**config.mk**
```make
export PLATFORM = sky130hd
export DESIGN_NAME = pipeline_sequencer
export DESIGN_NICKNAME = d
export VERILOG_FILES = /design/src/rtl/pipeline_sequencer.sv
export SDC_FILE = /design/constraint.sdc
export NUM_CORES = 1
export LEC_CHECK = 0
export CORE_MARGIN = 2
export CORE_UTILIZATION = 36
export CTS_BUF_LIST = sky130_fd_sc_hd__clkbuf_4 sky130_fd_sc_hd__clkbuf_8
export CTS_CLUSTER_SIZE = 10
export DETAILED_ROUTE_END_ITERATION = 12
export MAX_ROUTING_LAYER = met4
export PLACE_DENSITY = 0.84
export SYNTH_ARGS = -nofsm -noshare
export SYNTH_HDL_FRONTEND = slang
export SYNTH_SLANG_ARGS = --single-unit
```
**constraint.sdc**
```tcl
create_clock -name clock -period 1.54 [get_ports clock]
set_input_delay 0.231 -clock clock [delete_from_list [all_inputs] [get_ports clock]]
set_output_delay 0.231 -clock clock [all_outputs]
set_load 0.1 [all_outputs]
```
**src/rtl/pipeline_sequencer.sv**
```systemverilog
// Pipeline run-control sequencer: load / run / single-step / drain / halt.
// Optional macro CYCLE_COUNTER_EN adds a saturating enabled-cycle counter.
module pipeline_sequencer #(
    parameter int                 NB_OP        = 6,
    parameter logic [NB_OP-1:0]   HALT_OPCODE  = {NB_OP{1'b1}},
    parameter int                 DRAIN_CYCLES = 4,
    parameter int                 NB_COUNT     = 32
) (
    input  logic                clock,
    input  logic                reset,
    input  logic                load_req,
    input  logic                load_done,
    input  logic                start_run,
    input  logic                step_req,
    input  logic [NB_OP-1:0]    opcode_id,
    output logic                pipe_enable,
    output logic                pc_halt,
    output logic                halted,
    output logic [2:0]          state_o,
    output logic [NB_COUNT-1:0] cycle_count
);

    localparam logic [2:0] S_IDLE      = 3'b000;
    localparam logic [2:0] S_LOAD      = 3'b001;
    localparam logic [2:0] S_RUN       = 3'b010;
    localparam logic [2:0] S_STEP_EXEC = 3'b011;
    localparam logic [2:0] S_STEP_WAIT = 3'b100;
    localparam logic [2:0] S_DRAIN     = 3'b101;
    localparam logic [2:0] S_HALTED    = 3'b110;

    // Drain counter counts down to zero, so it starts one below the length.
    localparam logic [3:0] DRAIN_LOAD = 4'(DRAIN_CYCLES - 1);

    logic [2:0] state;
    logic [2:0] state_nxt;
    logic [3:0] drain_cnt;
    logic [3:0] drain_cnt_nxt;
    logic       is_halt;

    assign is_halt = (opcode_id == HALT_OPCODE);

    always_comb begin
        state_nxt     = state;
        drain_cnt_nxt = drain_cnt;
        case (state)
            S_IDLE: begin
                if (load_req)       state_nxt = S_LOAD;
                else if (start_run) state_nxt = S_RUN;
                else if (step_req)  state_nxt = S_STEP_EXEC;
            end
            S_LOAD: begin
                if (load_done) state_nxt = S_IDLE;
            end
            S_RUN: begin
                if (is_halt) begin
                    state_nxt     = S_DRAIN;
                    drain_cnt_nxt = DRAIN_LOAD;
                end
            end
            S_STEP_EXEC: begin
                if (is_halt) begin
                    state_nxt     = S_DRAIN;
                    drain_cnt_nxt = DRAIN_LOAD;
                end else begin
                    state_nxt = S_STEP_WAIT;
                end
            end
            S_STEP_WAIT: begin
                if (load_req)       state_nxt = S_LOAD;
                else if (start_run) state_nxt = S_RUN;
                else if (step_req)  state_nxt = S_STEP_EXEC;
            end
            S_DRAIN: begin
                if (drain_cnt == 4'd0) state_nxt = S_HALTED;
                else                   drain_cnt_nxt = drain_cnt - 4'd1;
            end
            S_HALTED: begin
                if (load_req) state_nxt = S_LOAD;
            end
            default: state_nxt = S_IDLE;
        endcase
    end

    always_ff @(posedge clock) begin
        if (reset) begin
            state     <= S_IDLE;
            drain_cnt <= 4'd0;
        end else begin
            state     <= state_nxt;
            drain_cnt <= drain_cnt_nxt;
        end
    end

    // Outputs are pure decodes of the state register.
    always_comb begin
        pipe_enable = (state == S_RUN) || (state == S_STEP_EXEC) || (state == S_DRAIN);
        pc_halt     = (state == S_DRAIN) || (state == S_HALTED);
        halted      = (state == S_HALTED);
        state_o     = state;
    end

`ifdef CYCLE_COUNTER_EN
    logic [NB_COUNT-1:0] cycle_cnt;

    always_ff @(posedge clock) begin
        if (reset) begin
            cycle_cnt <= '0;
        end else if ((state_nxt == S_LOAD) && (state != S_LOAD)) begin
            cycle_cnt <= '0;
        end else if (pipe_enable && (cycle_cnt != {NB_COUNT{1'b1}})) begin
            cycle_cnt <= cycle_cnt + NB_COUNT'(1);
        end
    end

    assign cycle_count = cycle_cnt;
`else
    assign cycle_count = '0;
`endif

endmodule

```
==> impl_metrics.yaml, run 1 <==
global_route:
  gr-total-overflow: 0
  grt_max_degree: 17
  antenna_found_initial: 0
  grt_usage: 0.1291
  grt_pass1_wl_um: 2297
  grt_pass1_vias: 526
cts:
  htreeDepth: 1
  clk_pin_slew_ns: 0.06
  clock_path_buffers: 2
  cts_tree: "done"
  cts_root_buffer: "clkbuf_4"
  clock_latency_ns: 0.25
  cts_sinks: 7
  numCtsBuffers: 3
yosys:
  synth.cell_area_um2: 728.2
  yosysSeqAreaShare: 0.1924
  syn_inst: 89
  ys_seq_elements: 7
  synth-edff-count: 0
  synth.distinct_cells: 32
  synthArstFlopShare: 0
  yosys_warnings: 0
  synthTopCellsByArea: "buf_4, dfxtp_1, nor3_2, ha_1, nor3_1"
  synth_top_area_cell: "buf_4"
  synth_top_area_share: 0.3299
  synthFlopType: "dfxtp_1"
  avgSynthCellArea_um2: 8.182
worst_setup_path:
  worstPathArrival_ns: 1.26
  cp_cell_sequence: "nand2b_1, a21oi_4, buf_12"
  critPathKind: "reg -> out"
  max_stage_delay_ns: 0.43
  crit_fanout: 16
  cp_slowest_cell: "dfxtp_4"
  cp.required_ns: 1.31
  critPathLaunchType: "register"
  cp-end-kind: "primary output"
  rrSetupSlack_ns: 0.06
layout:
  final_cell_mix: "conb_1, clkdlybuf4s50_1, buf_12"
  antennaDiodeCount: 0
  instances_no_fill: 139
  fin_area_um2: 1027
  area_delta_synth_final_pct: 41.07
  nets: 127
  drive_gt1_frac: 0.3393
  final_common_cell: "conb_1"
timing:
  fin_skew_ns: 0.0003927
  hold_violations: 0
  worst_slack_ns: 0.05373
  finalSetupViolations: 0
  grt_setup_unrepaired: "true"
  final.min_clock_period_ns: 1.486
  max_freq_mhz: 672.8
  period_share: 0.9651
  maxSlewViolCount: 0
place:
  io_buffers: 17
  dp_hpwl_um: 1137
  gp_congestion: 0.7469
  dp.cells: 131
  pre_cts_ws_ns: -0.01450
  placed_area_um2: 919.6
floorplan:
  die_w_um: 48.98
  rows: 16
  fp.dieH_um: 48.98
  start_util: 0.3750
  design.core.area_um2: 1942
  ios: 50
  die_area_um2: 2399
routing:
  wl_um: 1476
  vias_per_cell: 4.309
  firstDrtPassIters: 3
  antenna_left: 0
  drt_iter0_drc: 11
  vias: 599
  wl_per_cell_um: 10.62
  drc: 0
hold_path:
  worstHoldPathType: "reg -> reg"
power_and_ir_drop:
  power.leakage_nw: 0.4440
  powerDensity_nw_per_um2: 1005
  ir_drop_uv: 593.9
flow_run:
  cap_violations: 0
outcome:
  status: "finished, final reports clean"
flip-flops by register name (all words and copies together), names as in the netlist:
register,count
state_o,3
drain_cnt,4
metrics by stage:
step	utilization	hold WS [ns]	setup TNS [ns]	power [mW]
after floorplan	-	0.2904	-0.1224	0.8236
after global placement	0.4736	0.4802	0	0.8533
after detailed placement	0.4736	0.5148	-0.02303	0.8598
after CTS	0.4910	0.5261	0	1.030
after global routing	0.5290	0.4713	-0.05494	1.075
final	0.5290	0.4636	0	1.032
final cells by class:
cell class,count,area (µm²)
Clock buffer,3,22.52
Clock inverter,1,5.005
Fill cell,195,914.6
Inverter,3,11.26
Multi-Input combinational cell,76,530.5
Sequential cell,7,156.4
Tap cell,27,33.78
Timing Repair Buffer,22,267.8
metal layers:
metal | wire [µm] | share of wire | global-route usage | vias to the layer above
met4 | 0 | 0 | 0.02857 | 0
met2 | 807 | 0.55 | 0.2192 | 25
met5 | 0 | 0 | - | -
met3 | 102 | 0.069 | 0.05828 | 0
met1 | 566 | 0.38 | 0.1380 | 283
li1 | - | - | - | 291
worst paths after layout:
check | to | from | depth (start not counted)
worst max-delay path | pc_halt | state_o[1] | 3
worst min-delay path | drain_cnt[0] | drain_cnt[0] | 1
worst max register to register | drain_cnt[3] | drain_cnt[0] | 7
worst min register to register | drain_cnt[0] | drain_cnt[0] | 1
report_power, final:
group	total [mW]	leakage [nW]	internal (mW)	switching [mW]
logic	0.623	0.366	0.117	0.505
clock network	0.171	0.0177	0.0952	0.0754
registers	0.239	0.0602	0.192	0.0469
total	1.03	0.444	0.405	0.628
what timing repair did:
| item | in CTS | in global routing |
|---|---|---|
| hold endpoints to repair | 0 | 0 |
| setup endpoints to repair | 1 | 4 |
| hold buffers | 0 | 0 |
| resized for setup | 1 | 11 |
| pin swaps | 0 | 5 |
| buffers inserted | 0 | 4 |
synth_stat cells (2+ instances only):
| library cell | instances |
|---|---|
| dfxtp_1 | 7 |
| a211oi_1 | 2 |
| a21oi_1 | 2 |
| nand2b_1 | 3 |
| buf_2 | 2 |
| o21ai_1 | 3 |
| nor2_1 | 4 |
| ha_1 | 2 |
| nor3_1 | 5 |
| buf_4 | 32 |
| nor3_2 | 3 |
| inv_1 | 3 |
| xnor2_1 | 2 |
worst max-delay path, delay by kind of cell (launching register included):
family                 cells  cell delay, ns
AO/OA/AOI/OAI              1            0.16
buffers and inverters      1            0.19
flip-flops                 1            0.43
AND/OR/NAND/NOR            1            0.22
cell families after synthesis:
| group | count (synthesis) | share of synthesized area |
|---|---|---|
| buffers and inverters | 37 | 0.3591 |
| AND/OR/NAND/NOR | 27 | 0.2681 |
| AO/OA/AOI/OAI | 13 | 0.1168 |
| flip-flops | 7 | 0.1924 |
| XOR/XNOR | 2 | 0.02406 |
| adder cells (fa/ha/maj) | 2 | 0.03436 |
| other | 1 | 0.005150 |
Power figures use the tool's default switching activity.
==> run 2, diff against run 1 <==
CTS_BUF_LIST = sky130_fd_sc_hd__clkbuf_2 sky130_fd_sc_hd__clkbuf_4 sky130_fd_sc_hd__clkbuf_8   (was sky130_fd_sc_hd__clkbuf_4 sky130_fd_sc_hd__clkbuf_8)
==> results of run 2 <==
The final DEF is identical to that of run 1; final timing and power are the same.
